--- config.mk ---
export PLATFORM = sky130hd
export DESIGN_NAME = des_decrypt_iter
export DESIGN_NICKNAME = d
export VERILOG_FILES = /design/src/rtl/des_pkg.sv /design/src/rtl/des_decrypt_iter_round.sv /design/src/rtl/des_decrypt_iter.sv
export SDC_FILE = /design/constraint.sdc
export NUM_CORES = 1
export LEC_CHECK = 0
export ABC_CLOCK_PERIOD_IN_PS = 4400
export BUFFER_PORTS_ARGS = -buffer_cell sky130_fd_sc_hd__clkbuf_2
export CORE_MARGIN = 5
export CORE_UTILIZATION = 45
export DETAILED_ROUTE_END_ITERATION = 6
export PLACE_DENSITY_LB_ADDON = 0.2
export SLEW_MARGIN = 20
export SYNTH_ARGS = -nofsm -noshare
export SYNTH_HDL_FRONTEND = slang
export SYNTH_SLANG_ARGS = --single-unit
--- constraint.sdc ---
create_clock -name clk -period 4.4 [get_ports clk]
set_input_delay 1.32 -clock clk [delete_from_list [all_inputs] [get_ports clk]]
set_output_delay 1.32 -clock clk [all_outputs]
set_load 0.005 [all_outputs]
--- src/rtl/des_pkg.sv ---
// DES constant tables and bit-permutation helpers shared by the DES datapaths.
// Vectors are [N-1:0] with DES bit 1 at the MSB, so DES bit n of x is x[N-n].
package des_pkg;

    typedef enum logic [1:0] {
        ST_IDLE,
        ST_ROUND,
        ST_DONE
    } state_e;

    localparam int IP_T [64] = '{
        58, 50, 42, 34, 26, 18, 10, 2, 60, 52, 44, 36, 28, 20, 12, 4,
        62, 54, 46, 38, 30, 22, 14, 6, 64, 56, 48, 40, 32, 24, 16, 8,
        57, 49, 41, 33, 25, 17,  9, 1, 59, 51, 43, 35, 27, 19, 11, 3,
        61, 53, 45, 37, 29, 21, 13, 5, 63, 55, 47, 39, 31, 23, 15, 7
    };

    localparam int FP_T [64] = '{
        40, 8, 48, 16, 56, 24, 64, 32, 39, 7, 47, 15, 55, 23, 63, 31,
        38, 6, 46, 14, 54, 22, 62, 30, 37, 5, 45, 13, 53, 21, 61, 29,
        36, 4, 44, 12, 52, 20, 60, 28, 35, 3, 43, 11, 51, 19, 59, 27,
        34, 2, 42, 10, 50, 18, 58, 26, 33, 1, 41,  9, 49, 17, 57, 25
    };

    localparam int E_T [48] = '{
        32,  1,  2,  3,  4,  5,  4,  5,  6,  7,  8,  9,
         8,  9, 10, 11, 12, 13, 12, 13, 14, 15, 16, 17,
        16, 17, 18, 19, 20, 21, 20, 21, 22, 23, 24, 25,
        24, 25, 26, 27, 28, 29, 28, 29, 30, 31, 32,  1
    };

    localparam int P_T [32] = '{
        16,  7, 20, 21, 29, 12, 28, 17,  1, 15, 23, 26,  5, 18, 31, 10,
         2,  8, 24, 14, 32, 27,  3,  9, 19, 13, 30,  6, 22, 11,  4, 25
    };

    localparam int PC1_T [56] = '{
        57, 49, 41, 33, 25, 17,  9,  1, 58, 50, 42, 34, 26, 18,
        10,  2, 59, 51, 43, 35, 27, 19, 11,  3, 60, 52, 44, 36,
        63, 55, 47, 39, 31, 23, 15,  7, 62, 54, 46, 38, 30, 22,
        14,  6, 61, 53, 45, 37, 29, 21, 13,  5, 28, 20, 12,  4
    };

    localparam int PC2_T [48] = '{
        14, 17, 11, 24,  1,  5,  3, 28, 15,  6, 21, 10,
        23, 19, 12,  4, 26,  8, 16,  7, 27, 20, 13,  2,
        41, 52, 31, 37, 47, 55, 30, 40, 51, 45, 33, 48,
        44, 49, 39, 56, 34, 53, 46, 42, 50, 36, 29, 32
    };

    // One box per entry, 64 nibbles in row-major order, entry 0 leftmost.
    localparam logic [255:0] SBOX_T [8] = '{
        256'hE4D12FB83A6C5907_0F74E2D1A6CB9538_41E8D62BFC973A50_FC8249175B3EA06D,
        256'hF18E6B34972DC05A_3D47F28EC01A69B5_0E7BA4D158C6932F_D8A13F42B67C05E9,
        256'hA09E63F51DC7B428_D709346A285ECBF1_D6498F30B12C5AE7_1AD069874FE3B52C,
        256'h7DE3069A1285BC4F_D8B56F03472C1AE9_A690CB7DF13E5284_3F06A1D8945BC72E,
        256'h2C417AB6853FD0E9_EB2C47D150FA3986_421BAD78F9C5630E_B8C71E2D6F09A453,
        256'hC1AF92680D34E75B_AF427C9561DE0B38_9EF528C3704A1DB6_432C95FABE17608D,
        256'h4B2EF08D3C975A61_D0B7491AE35C2F86_14BDC37EAF680592_6BD814A7950FE23C,
        256'hD2846FB1A93E50C7_1FD8A374C56B0E92_7B419CE206ADF358_21E74A8DFC90356B
    };

    localparam logic [1:0] RSH_T [16] = '{
        2'd0, 2'd1, 2'd2, 2'd2, 2'd2, 2'd2, 2'd2, 2'd2,
        2'd1, 2'd2, 2'd2, 2'd2, 2'd2, 2'd2, 2'd2, 2'd1
    };

    function automatic logic [63:0] f_ip(input logic [63:0] x);
        logic [63:0] r;
        for (int i = 0; i < 64; i++) r[63-i] = x[64-IP_T[i]];
        return r;
    endfunction

    function automatic logic [63:0] f_fp(input logic [63:0] x);
        logic [63:0] r;
        for (int i = 0; i < 64; i++) r[63-i] = x[64-FP_T[i]];
        return r;
    endfunction

    function automatic logic [47:0] f_e(input logic [31:0] x);
        logic [47:0] r;
        for (int i = 0; i < 48; i++) r[47-i] = x[32-E_T[i]];
        return r;
    endfunction

    function automatic logic [31:0] f_p(input logic [31:0] x);
        logic [31:0] r;
        for (int i = 0; i < 32; i++) r[31-i] = x[32-P_T[i]];
        return r;
    endfunction

    function automatic logic [55:0] f_pc1(input logic [63:0] x);
        logic [55:0] r;
        for (int i = 0; i < 56; i++) r[55-i] = x[64-PC1_T[i]];
        return r;
    endfunction

    function automatic logic [47:0] f_pc2(input logic [55:0] x);
        logic [47:0] r;
        for (int i = 0; i < 48; i++) r[47-i] = x[56-PC2_T[i]];
        return r;
    endfunction

    function automatic logic [31:0] f_sbox(input logic [47:0] x);
        logic [31:0] r;
        logic [5:0]  six;
        int          idx;
        r = '0;
        for (int j = 0; j < 8; j++) begin
            six = x[47-6*j -: 6];
            idx = {26'd0, six[5], six[0], six[4:1]};
            r[31-4*j -: 4] = SBOX_T[j][255-4*idx -: 4];
        end
        return r;
    endfunction

    function automatic logic [27:0] f_rotr(input logic [27:0] v, input logic [1:0] s);
        logic [27:0] r;
        unique case (s)
            2'd1:    r = {v[0], v[27:1]};
            2'd2:    r = {v[1:0], v[27:2]};
            default: r = v;
        endcase
        return r;
    endfunction

    function automatic logic [1:0] f_rsh(input logic [4:0] idx);
        return RSH_T[idx[3:0]];
    endfunction

endpackage

--- src/rtl/des_decrypt_iter_round.sv ---
// One combinational DES decrypt round: rotate C/D right, derive the subkey, Feistel step.
module des_round
    import des_pkg::*;
(
    input  logic [31:0] l_i,
    input  logic [31:0] r_i,
    input  logic [27:0] c_i,
    input  logic [27:0] d_i,
    input  logic [1:0]  shift_i,
    output logic [31:0] l_o,
    output logic [31:0] r_o,
    output logic [27:0] c_o,
    output logic [27:0] d_o
);

    logic [47:0] k;

    // Round 1 shifts by 0, so it sees the PC1 halves directly and yields K16.
    assign c_o = f_rotr(c_i, shift_i);
    assign d_o = f_rotr(d_i, shift_i);
    assign k   = f_pc2({c_o, d_o});
    assign l_o = r_i;
    assign r_o = l_i ^ f_p(f_sbox(f_e(r_i) ^ k));

endmodule

--- src/rtl/des_decrypt_iter.sv ---
// Iterative DES decryptor, UNROLL rounds per clock, valid/ready on both sides.
module des_decrypt_iter
    import des_pkg::*;
#(
    parameter int UNROLL = 1
) (
    input  logic        clk,
    input  logic        rst_n,
    input  logic        in_valid,
    output logic        in_ready,
    input  logic [64:1] ciphertext,
    input  logic [64:1] key,
    output logic        out_valid,
    input  logic        out_ready,
    output logic [64:1] plaintext,
    output logic        busy
);

    state_e      state_q, state_d;
    logic [31:0] l_q, l_d, r_q, r_d;
    logic [27:0] c_q, c_d, d_q, d_d;
    logic [4:0]  rnd_q, rnd_d;
    logic [63:0] pt_q, pt_d;
    logic        accept;

    for (genvar g = 0; g < UNROLL; g++) begin : g_rnd
        logic [31:0] li, ri, lo, ro;
        logic [27:0] ci, di, co, dout;
        if (g == 0) begin : g_first
            assign li = l_q;
            assign ri = r_q;
            assign ci = c_q;
            assign di = d_q;
        end else begin : g_next
            assign li = g_rnd[g-1].lo;
            assign ri = g_rnd[g-1].ro;
            assign ci = g_rnd[g-1].co;
            assign di = g_rnd[g-1].dout;
        end
        des_round u_round (
            .l_i     (li),
            .r_i     (ri),
            .c_i     (ci),
            .d_i     (di),
            .shift_i (f_rsh(rnd_q + 5'(g))),
            .l_o     (lo),
            .r_o     (ro),
            .c_o     (co),
            .d_o     (dout)
        );
    end

    assign in_ready  = (state_q == ST_IDLE) | ((state_q == ST_DONE) & out_ready);
    assign accept    = in_valid & in_ready;
    assign out_valid = (state_q == ST_DONE);
    assign busy      = (state_q == ST_ROUND);
    assign plaintext = pt_q;

    always_comb begin
        state_d = state_q;
        l_d     = l_q;
        r_d     = r_q;
        c_d     = c_q;
        d_d     = d_q;
        rnd_d   = rnd_q;
        pt_d    = pt_q;
        unique case (state_q)
            ST_IDLE: state_d = ST_IDLE;
            ST_ROUND: begin
                l_d   = g_rnd[UNROLL-1].lo;
                r_d   = g_rnd[UNROLL-1].ro;
                c_d   = g_rnd[UNROLL-1].co;
                d_d   = g_rnd[UNROLL-1].dout;
                rnd_d = rnd_q + 5'(UNROLL);
                if (rnd_d == 5'd16) begin
                    state_d = ST_DONE;
                    pt_d    = f_fp({g_rnd[UNROLL-1].ro, g_rnd[UNROLL-1].lo});
                end
            end
            ST_DONE: if (out_ready) state_d = ST_IDLE;
            default: state_d = ST_IDLE;
        endcase
        // A new block may start from IDLE or straight out of DONE.
        if (accept) begin
            state_d    = ST_ROUND;
            {l_d, r_d} = f_ip(ciphertext);
            {c_d, d_d} = f_pc1(key);
            rnd_d      = 5'd0;
        end
    end

    always_ff @(posedge clk) begin
        if (!rst_n) begin
            state_q <= ST_IDLE;
            l_q     <= '0;
            r_q     <= '0;
            c_q     <= '0;
            d_q     <= '0;
            rnd_q   <= '0;
            pt_q    <= '0;
        end else begin
            state_q <= state_d;
            l_q     <= l_d;
            r_q     <= r_d;
            c_q     <= c_d;
            d_q     <= d_d;
            rnd_q   <= rnd_d;
            pt_q    <= pt_d;
        end
    end

endmodule

# Word level (Yosys, flattened, before mapping)
# Memory sizes are Yosys's and may differ from the RTL's.
# Cells that the tools add are included.
op_classes:
  n_reduce_logical: 8
  n_lt_le_gt_ge: 1
  add_sub_neg: 9
  n_mux: 16
  eq_ne: 9
  bitwise: 7
  shifts: 8
op_table:
  columns: ["cell", "n"]
  rows:
  - ["259-bit by 32-bit indexed part select with 4-bit output, first input constant", 8]
  - ["32-bit 2-to-1 mux", 4]
  - ["28-bit 2-to-1 mux", 4]
  - ["28-bit one-hot mux with 2 select lines", 2]
  - ["8-bit by 8-bit subtractor with 9-bit output, first input constant", 8]
  - ["48-bit XOR", 1]
  - ["32-bit XOR", 1]
  - ["2-bit 2-to-1 mux", 4]
  - ["2-bit AND reduction", 4]
  - ["3-bit by 1-bit != test with 1-bit output, second input constant", 2]
  - ["5-bit by 1-bit adder with 5-bit output, second input constant", 1]
  - ["5-bit equality test, second input constant", 1]
  - ["5-bit greater-or-equal comparator, second input constant", 1]
  - ["4-bit NOT with 5-bit output", 1]
  - ["2-bit by 1-bit equality test with 1-bit output, second input constant", 2]
  - ["2-bit equality test, second input constant", 2]
  - ["2-bit by 1-bit != test with 1-bit output, second input constant", 2]
  - ["2-bit one-hot mux with 2 select lines", 1]
  - ["3-bit nonzero test", 1]
  - ["1-bit bitwise AND", 2]
  - ["2-bit logical NOT", 1]
  - ["2-bit nonzero test", 1]
  - ["2-bit OR reduction", 1]
  - ["1-bit 2-to-1 mux", 1]
  - ["other kinds (2)", 2]
word_totals:
  reg_bits: 191
  mem_bits_ro: 32
  elab_cells: 69
  input_bits: 132
  n_memories: 1
  out_inout_bits: 67
memory_table:
  columns: ["name", "words", "width", "read_ports", "rd_ports_with_merged_regs", "write_ports", "line", "text"]
  rows:
  - ["(no name shown)", 16, 2, 1, 0, 0, "des_pkg.sv:128", "return RSH_T[idx[3:0]];"]

# Depth between registers and ports, before layout
# Gate-level depths: netlist (run 1).
logic_depth:
  depth_word: 12
  depth_mapped: 23
  mapped_depth_nobuf: 20

# By module
# Synthesis (run 1) repeated with hierarchy kept, for this count alone.
hier_totals:
  hier_cells: 1845
  area_unflattened_um2: 15801.4
modules_own_cells:
  columns: ["module", "seq_area_each_um2", "area_each_um2", "cells_per_inst", "instances"]
  rows:
  - ["des_decrypt_iter", 3823.7, 8554.5, 873, 1]
  - ["des_round", 0.0, 7247.0, 972, 1]

# Worst setup path after synthesis (run 1)
# No wires, ideal clock.
synth_timing:
  path_kind: "register -> register"
  from: "register rnd_q[0]"
  to: "register r_q[19] (netlist: g_rnd[0].ri[19])"
  period_less_slack_ns: 4.656
  path_stages_with_launch: 24
  path_buffers: 4
  t_arrival_ns: 4.523
  setup_time_ns: 0.132
  path_slack_ns: -0.256
  required_ns: 4.268
  path_cell_list: "dfxtp_1 > inv_1 > ha_1 > a21oi_1 > nor2_1 > a31oi_1 > inv_1 > ha_1 > buf_2 > buf_6 > buf_6 > a221oi_1 > or3_1 > and2_1 > clkbuf_1 > inv_1 > ha_1 > inv_1 > nor3_1 > or3_1 > a32o_1 > or4_1 > nand3_1 > a21oi_1"
synth_via:
  elab_chain_len: 12
  elab_cells_between_ends: 13
  cone_classes: "1 x add/sub; 2 x eq/ne; 1 x shift; 5 x mux; 3 x bitwise; 1 x memory"
synth_lines:
  columns: ["element", "line", "text"]
  rows:
  - ["start, declared", "des_decrypt_iter.sv:22", "logic [4:0] rnd_q, rnd_d;"]
  - ["start signal, assigned", "des_decrypt_iter.sv:107", "rnd_q <= rnd_d;"]
  - ["4-bit NOT with 5-bit output (not written as such) (*)", "des_pkg.sv:128", null]
  - ["memory read 16 x 2 bit (*)", null, null]
  - ["2-bit 2-to-1 mux (not written as such) (*) (2 in series)", "des_pkg.sv:128", null]
  - ["2-bit equality test or 2-bit by 1-bit equality test with 1-bit output (tied branches)", "des_pkg.sv:119", "unique case (s)"]
  - ["28-bit one-hot mux with 2 select lines (*)", "des_pkg.sv:119", null]
  - ["48-bit XOR (*)", "des_decrypt_iter_round.sv:23", "assign r_o = l_i ^ f_p(f_sbox(f_e(r_i) ^ k));"]
  - ["8-bit by 8-bit subtractor with 9-bit output (*)", "des_pkg.sv:112", "r[31-4*j -: 4] = SBOX_T[j][255-4*idx -: 4];"]
  - ["259-bit by 32-bit indexed part select with 4-bit output (*)", "des_pkg.sv:112", null]
  - ["32-bit XOR (*)", "des_decrypt_iter_round.sv:23", null]
  - ["32-bit 2-to-1 mux (*)", "des_decrypt_iter.sv:67", "unique case (state_q)"]
  - ["32-bit 2-to-1 mux (*)", "des_decrypt_iter.sv:84", "if (accept) begin"]
  - ["end signal, assigned", "des_decrypt_iter.sv:104", "r_q <= r_d;"]
  - ["end, declared", "des_decrypt_iter.sv:20", "logic [31:0] l_q, l_d, r_q, r_d;"]
# Every way passes the cells marked *; elsewhere a longest branch is shown, timed or not. The select of a mux whose other input is x is not followed.
# A chain may end at the register's enable or synchronous reset.

# Worst setup path in the final report (run 1)
layout_timing:
  from: "register rnd_q[0]"
  to: "register r_q[18] (netlist: g_rnd[0].ri[18])"
# Same word-level chain as after synthesis.

==> metrics.md, run 1 <==
| Metric | Value |
|---|---|
| Fillers | `3309` |
| Top post-synthesis cells by count | `dfxtp_1 (191), nand2_1 (181), a21oi_1 (147)` |
| RR Endpoint | `g_rnd[0].ri[18]` |
| Worst Skew | `0.0163 ns` |
| Slowest stage delay, CP | `0.56 ns` |
| GRT Util Overall | `31.1%` |
| Required time of the critical path | `4.79 ns` |
| Final Hold Viols | `0` |
| Routed wire length | `63300 µm` |
| Layout Area Growth over Synthesis | `27.0%` |
| Clock root cell | `clkbuf_16` |
| Antenna violations before repair | `0` |
| Met2 usage | `around half` |
| Chip width | `197 µm` |
| EDFF count, synth | `0` |
| Top cells by area, synth | `dfxtp_1 (24%), ha_1 (5.3%), a21oi_1 (4.7%), a22oi_1 (4.4%), nand2_1 (4.3%)` |
| Fmax achieved | `236 MHz` |
| Final Critical Period | `4.23 ns` |
| Lkg Pwr | `7.86 nW` |
| Sequential-to-total area share from yosys stat | `between 20% and 30%` |
| Syn Nets | `approximately 2200` |
| Met3 GRT Util | `approximately 4.4%` |
| Unrepaired setup endpoints after global routing | `yes` |
| Worst Hold End | `plaintext[20]` |
| Data arrival, critical path | `around 4.6 ns` |
| Top_reg_cell synth | `dfxtp_1` |
| Worst-margin pin slew | `0.951 ns` |
| CP cell instances | `inv_1 -> ha_1 -> a21oi_1 -> nor2_1 -> a31oi_1 -> buf_4 -> inv_1 -> ha_4 -> buf_12 -> a221oi_2 -> buf_4 -> nor3_1 -> or2_1 -> buf_6 -> inv_2 -> ha_2 -> nor2_1 -> o21bai_1 -> mux2i_1 -> mux4_2 -> or4_1 -> o211ai_1` |
| Synthesized flop and latch total | `191` |
| Largest net degree at the start of global routing | `112` |
| Max_cap viols | `0` |
| Die area | `38800 µm²` |
| Post-Place Setup Slack | `between 0.03 and 0.04 ns` |
| Initial DRC count | `1803` |
| Met1 Track Usage GR | `about two fifths` |
| Normalized max-slew margin | `36.6%` |
| Final setup viols | `0` |
| Clock latency at the later pin of the worst-skew pair | `roughly 0.47 ns` |
| Rows | `68` |
| Worst path depth | `22` |
| Worst VDD drop | `0.389 mV` |
| Largest area contributor in the netlist | `dfxtp_1` |
| CP max-delay cell | `mux4_2` |
| Failing checks | `design-rule violations` |
| Initial Util | `45.6%` |
| Sequential Power Share | `between 20% and 30%` |
| Post-DP HPWL | `47300 µm` |
| H-tree Lvls | `4` |
| Port bufs | `190` |
| Buffer and inverter count on the worst path | `7` |
| Final #Nets | `~2600` |
| Synthesized area per cell | `7.73 µm²` |
| # DRC | `1` |
| Hold WS | `approximately 0.46 ns` |
| Remaining antenna violation count | `0` |
| Grt ovf | `0` |
| Combinational fraction of design power | `63.1%` |
| First-pass detailed-route iteration total | `7` |
| Worst hold stages | `2` |
| Pint | `0.00564 W` |
| Final non-filler cell total | `2854` |
| Syn. warnings | `0` |
| Setup_tns | `0 ns` |
| Reg2reg setup slack | `0.17 ns` |
| Mapped cell area | `approximately 16000 µm²` |
| DR vias | `18300` |
| Setup CP Type | `reg2reg` |
| Routability congestion estimate | `0.983` |
| CTS tree | `yes` |
| Cells after synthesis | `2037` |
| Layout cells sized above 1 | `28.9%` |
| Clock Pin Slew Worst Setup and Hold Paths | `0.08 ns` |
| First-pass GRT wire length | `96900 µm` |
| Num CTS Buffers | `17` |
| Placed cell count | `2820` |
| Status | `complete, but fails checks` |
| Clk sink count | `between 150 and 200` |
| CTS Buffer Depth | `2` |
| Vias in the first global route | `17100` |
| Hold Crit Class | `reg2reg` |
| Synth top area share | `between 20 and 25%` |
| Worst r2r path cells | `22` |
| Setup crit start kind | `flip-flop` |
| Fin crit share | `96.2%` |
| Core Footprint | `34500 µm²` |
| Final max-slew violation count | `0` |
| Switch share | `45.8%` |
| Yosys cell types | `93` |
| Pwr dens | `~520 nW/µm²` |
| Hold path startpoint | `plaintext[20]` |
| Clock network fraction of total power | `15.5%` |
| Top Usage Layer GRT | `met2` |
| Power Total | `0.0104 W` |
| DR WL/cell | `22.2 µm` |
| CP max FO | `8` |
| Top Family by Delay on Critical Path | `simple AND/OR/NAND/NOR gates` |
| Kind of end point of the critical path | `flip-flop` |
| Post-synthesis async set-or-reset flop share | `0%` |
| Io pins | `about 200` |
| Die Y | `197 µm` |
| Final Worst Setup Slack | `0.167 ns` |
| Switch Pwr | `0.00477 W` |
| Vias per inst | `roughly 6.4` |
| Most common cell in the netlist | `dfxtp_1` |
| Antenna diodes | `0` |
| Reg2reg start | `rnd_q[0]` |
-- power by group through the flow --
| stage | sequential [W] | clock [W] | combinational, W |
|---|---|---|---|
| after CTS | 0.00221 | 0.00162 | 0.00623 |
| after global routing | 0.00224 | 0.00169 | 0.00708 |
| after floorplan | 0.00202 | 0 | 0.00380 |
| final | 0.00222 | 0.00162 | 0.00657 |
| after global placement | 0.00224 | 0 | 0.00614 |
| after detailed placement | 0.00225 | 0 | 0.00619 |
-- worst max-delay path by stage --
stage,start,endpoint,slack [ns]
floorplan,rnd_q[0],g_rnd[0].ri[19],0.02
global placement,rnd_q[0],g_rnd[0].ri[20],0.007
detailed placement,rnd_q[0],g_rnd[0].ri[20],0.03
CTS,rnd_q[0],g_rnd[0].ri[10],0.01
global route,rnd_q[1],g_rnd[0].ri[18],-0.06
finish,rnd_q[0],g_rnd[0].ri[18],0.17
-- kinds of logic (layout without fill, tap and decap cells) --
family / Yosys count / after routing / synth area share (%)
xor gates and xnor gates: 55 / 55 / 3.69
buffers and inverters: 207 / 569 / 5.74
muxes: 36 / 36 / 2.55
AOI/OAI and AO/OA: 771 / 771 / 36.1
DFF: 191 / 191 / 24.3
and+or+nand+nor: 709 / 709 / 22.3
adders and majority gates: 68 / 68 / 5.39
-- per-stage QoR --
step / instance area, µm² / utilization [%]
after detailed placement: 19000 / 55.0
after CTS: 19600 / 56.7
after global placement: 19000 / 55.0
final: 20000 / 57.9
after global routing: 20000 / 57.9
after floorplan: 15800 / -
-- routing by layer --
layer	part of all wire [%]	vias to the layer above
met5	0	-
met4	4.8	0
met3	7.2	135
met2	47	794
met1	41	8762
li1	-	8582
-- worst reg2reg max path, cell delays in order, from the launching register on --
cell      delay, ns
dfxtp_2        0.33
inv_1          0.05
ha_1           0.19
a21oi_1        0.15
nor2_1         0.06
a31oi_1        0.15
buf_4          0.17
inv_1          0.07
ha_4           0.20
buf_12         0.15
a221oi_2       0.28
buf_4          0.18
nor3_1         0.05
or2_1          0.30
buf_6          0.16
inv_2          0.09
ha_2           0.19
nor2_1         0.05
o21bai_1       0.18
mux2i_1        0.09
mux4_2         0.56
or4_1          0.42
o211ai_1       0.10
-- registers in the layout (all words and copies together) (netlist names) --
name,flops
g_rnd.ri,32
plaintext,64
state_q,2
rnd_q,5
g_rnd.li,32
c_q,28
d_q,28
-- layout by cell type, fill, tap and decap left out, drive strengths merged, types with 11 or more instances in the layout --
cell / netlist / final
buf: 61 / 315
a221o: 18 / 18
dfxtp: 191 / 191
o311ai: 17 / 17
or4: 17 / 17
xnor2: 35 / 35
a22o: 15 / 15
a21oi: 147 / 147
a21boi: 11 / 11
nand4: 24 / 24
xor2: 19 / 19
o21a: 32 / 32
nor3: 118 / 118
mux2i: 30 / 30
clkbuf: 112 / 208
o21ai: 122 / 122
o221ai: 22 / 22
a31oi: 12 / 12
and3: 11 / 11
or3: 47 / 47
nor2b: 30 / 30
a211oi: 54 / 54
nand3: 77 / 77
o22ai: 12 / 12
ha: 67 / 67
or2: 12 / 12
a2111oi: 15 / 15
a221oi: 76 / 76
a22oi: 93 / 93
nor2: 144 / 144
nand2: 184 / 184
o211ai: 37 / 37
inv: 34 / 41
-- final cells by class --
cell class | instances | area, µm² | share of cell area [%]
inverters | 34 | 133 | 0.663
clock buffers | 19 | 433 | 2.17
flip-flops and latches | 191 | 3830 | 19.1
well taps | 455 | 569 | 2.85
repair buffers | 504 | 3450 | 17.3
multi-input cells | 1639 | 11400 | 57.2
clock inverters | 12 | 149 | 0.745
-- what timing repair did --
action,CTS,global route
setup endpoints to repair,1,58
pin swaps,0,14
hold buffers,0,0
setup buffers,0,3
gates resized for setup,1,87
No activity file was read; power rests on OpenSTA's default activity.
==> inputs of run 2 (changes only) <==
--- a/config.mk
+++ b/config.mk
@@ -10,7 +10,7 @@
 export CORE_MARGIN = 5
 export CORE_UTILIZATION = 45
 export DETAILED_ROUTE_END_ITERATION = 6
-export PLACE_DENSITY_LB_ADDON = 0.2
+export PLACE_DENSITY = 0.67
 export SLEW_MARGIN = 20
 export SYNTH_ARGS = -nofsm -noshare
 export SYNTH_HDL_FRONTEND = slang
==> run 2 against run 1 <==
The flow now finishes without violations. Fmax down 1.4%. Clock skew down 0.0065 ns. Combinational power up 4.0%. Register-to-register slack worse by 0.06 ns. Via count up 1.2%. Non-clock buffer count up 17. Routed wire length up 0.21%. Critical path depth down 2. Largest power group unchanged. Highest routed layer is now met5.
==> metrics.md, run 2 (synthesized netlist as in run 1, its figures left out) <==
| Metric | Value |
|---|---|
| Status | `finished, final reports clean (was complete, but fails checks)` |
| Pwr dens | `523 nW/µm² (was 521 nW/µm²)` |
| Reg2reg setup slack | `0.11 ns (was 0.17 ns)` |
| Largest net degree at the start of global routing | `91 (was 112)` |
| Normalized max-slew margin | `27.4% (was 36.6%)` |
| Setup crit start kind | `flip-flop (unchanged)` |
| Data arrival, critical path | `4.68 ns (was 4.62 ns)` |
| Fin crit share | `97.6% (was 96.2%)` |
| Clock root cell | `clkbuf_16 (unchanged)` |
| Layout cells sized above 1 | `30.9% (was 28.9%)` |
| Final #Nets | `2603 (was 2586)` |
| First-pass GRT wire length | `96700 µm (was 96900 µm)` |
| Initial DRC count | `1691 (was 1803)` |
| Hold_buf cts | `0 (unchanged)` |
| H-tree Lvls | `4 (unchanged)` |
| Final Cell Area | `20600 µm² (was 20000 µm²)` |
| Vias per inst | `6.44 (was 6.40)` |
| Max reg flops | `64 (unchanged)` |
| Routed wire length | `63400 µm (was 63300 µm)` |
| Max_cap viols | `0 (unchanged)` |
| Placement Cell Area | `18900 µm² (was 19000 µm²)` |
| Required time of the critical path | `4.78 ns (was 4.79 ns)` |
| CP max FO | `25 (was 8)` |
| Die Y | `197 µm (unchanged)` |
| Die area | `38800 µm² (unchanged)` |
| Lkg Pwr | `8.03 nW (was 7.86 nW)` |
| Rows | `68 (unchanged)` |
| Remaining antenna violation count | `0 (unchanged)` |
| Kind of end point of the critical path | `flip-flop (unchanged)` |
| Clock latency at the later pin of the worst-skew pair | `0.46 ns (was 0.47 ns)` |
| Final Worst Setup Slack | `0.107 ns (was 0.167 ns)` |
| Setup CP Type | `reg2reg (unchanged)` |
| CTS tree | `yes (unchanged)` |
| CTS Buffer Depth | `2 (unchanged)` |
| Core Footprint | `34500 µm² (unchanged)` |
| Clk sink count | `191 (unchanged)` |
| Unrepaired setup endpoints after global routing | `yes (unchanged)` |
| Layout Area Growth over Synthesis | `30.7% (was 27.0%)` |
| Vias in the first global route | `17100 (about the same)` |
| Final setup viols | `0 (unchanged)` |
| First-pass detailed-route iteration total | `6 (was 7)` |
| Most common cell after layout, fill and taps aside | `buf_4 (unchanged)` |
| Final max-slew violation count | `0 (unchanged)` |
| Hold Crit Class | `reg2reg (unchanged)` |
| Post-DP HPWL | `47100 µm (was 47300 µm)` |
| Worst Skew | `0.00985 ns (was 0.0163 ns)` |
| Io pins | `199 (unchanged)` |
| Post-Place Setup Slack | `-0.0760 ns (was 0.0335 ns)` |
| Fillers | `3128 (was 3309)` |
| DR WL/cell | `22.1 µm (was 22.2 µm)` |
| Fmax achieved | `233 MHz (was 236 MHz)` |
| Antenna violations before repair | `2 (was 0)` |
| Placed cell count | `2814 (was 2820)` |
| Chip width | `197 µm (unchanged)` |
| # DRC | `0 (was 1)` |
| Num CTS Buffers | `17 (unchanged)` |
| GRT Util Overall | `30.8% (was 31.1%)` |
| Antenna diodes | `0 (unchanged)` |
| Routability congestion estimate | `0.966 (was 0.983)` |
| Worst-margin pin slew | `1.09 ns (was 0.951 ns)` |
| Grt ovf | `0 (unchanged)` |
| DR vias | `18500 (was 18300)` |
| Most frequent cells in the layout | `buf_4 (306), dfxtp_1 (189), clkbuf_2 (189) (was buf_4 (299), dfxtp_1 (189), clkbuf_2 (189))` |
| Clock Pin Slew Worst Setup and Hold Paths | `0.08 ns (about the same)` |
| Final Critical Period | `4.29 ns (was 4.23 ns)` |
| Final Hold Viols | `0 (unchanged)` |
| Port bufs | `190 (unchanged)` |
| Initial Util | `45.6% (unchanged)` |
| Worst VDD drop | `0.429 mV (was 0.389 mV)` |
| Final non-filler cell total | `2872 (was 2854)` |
-- run 2: cell count changes in the layout (fill, tap and decap cells not counted), sizes merged --
cell	change
inv	-2
clkinv	+3
clkbuf	-1
clkinvlp	+1
bufinv	+1
buf	+16
-- run 2: cell type report --
type / instances / area [µm²] / share of cell area (%)
Clock buffer: 17 / 425 / 2.07
Sequential cell: 191 / 3830 / 18.6
Inverter: 34 / 145 / 0.705
Multi-Input combinational cell: 1639 / 11800 / 57.1
Timing Repair Buffer: 521 / 3630 / 17.7
Tap cell: 455 / 569 / 2.77
Clock inverter: 15 / 223 / 1.08
-- run 2: worst paths after layout --
| kind | start | endpoint | cells past startpoint |
|---|---|---|---|
| hold / removal | plaintext[48] | plaintext[48] | 2 |
| hold reg to reg | plaintext[48] | plaintext[48] | 2 |
| setup / recovery | rnd_q[1] | g_rnd[0].ri[15] | 20 |
| setup reg to reg | rnd_q[1] | g_rnd[0].ri[15] | 20 |
-- run 2: routing by layer --
| layer | up-vias | wire [µm] | global-route usage (%) |
|---|---|---|---|
| met1 | 8928 | 25800 | 40.3 |
| li1 | 8593 | - | - |
| met3 | 139 | 4680 | 4.28 |
| met2 | 835 | 29900 | 50.6 |
| met4 | 4 | 3000 | 13.8 |
| met5 | - | 19 | 0 |
-- run 2: report_power, final --
part / internal, W / switching (W) / total [W]
clock network: 0.000882 / 0.000836 / 0.00172
registers: 0.00187 / 0.000351 / 0.00222
logic: 0.00307 / 0.00376 / 0.00683
total: 0.00582 / 0.00495 / 0.0108
-- run 2: what timing repair did --
action                     CTS  global route
gates cloned                 0             1
gates resized for setup     15           163
buffers inserted             1            25
setup endpoints to repair   18            64
pin swaps                    4            42
-- run 2: stage by stage --
| stage | setup TNS [ns] | hold slack [ns] | utilization (%) | total power (W) |
|---|---|---|---|---|
| 2_1_floorplan | 0 | 0.445 | - | 0.00581 |
| 3_3_place_gp | 0 | 0.446 | 54.7 | 0.00834 |
| 3_5_place_dp | -0.408 | 0.450 | 54.7 | 0.00839 |
| 4_1_cts | -0.00798 | 0.461 | 56.7 | 0.0101 |
| 5_1_grt | -0.462 | 0.478 | 59.6 | 0.0114 |
| 6_report | 0 | 0.459 | 59.6 | 0.0108 |
-- run 2: worst max-delay path, stage by stage (launching register included) --
cell and delay [ns]:
dfxtp_2 0.34, inv_2 0.06, ha_4 0.16, a21oi_2 0.12
nor2_1 0.06, a31oi_1 0.20, buf_4 0.18, buf_6 0.10
ha_4 0.24, buf_12 0.17, buf_12 0.16, a221oi_4 0.20
buf_6 0.14, nor3_1 0.05, or2_1 0.32, ha_4 0.28
maj3_1 0.36, o221ai_2 0.16, nand4_1 0.24, or4_1 0.58
o211ai_1 0.09
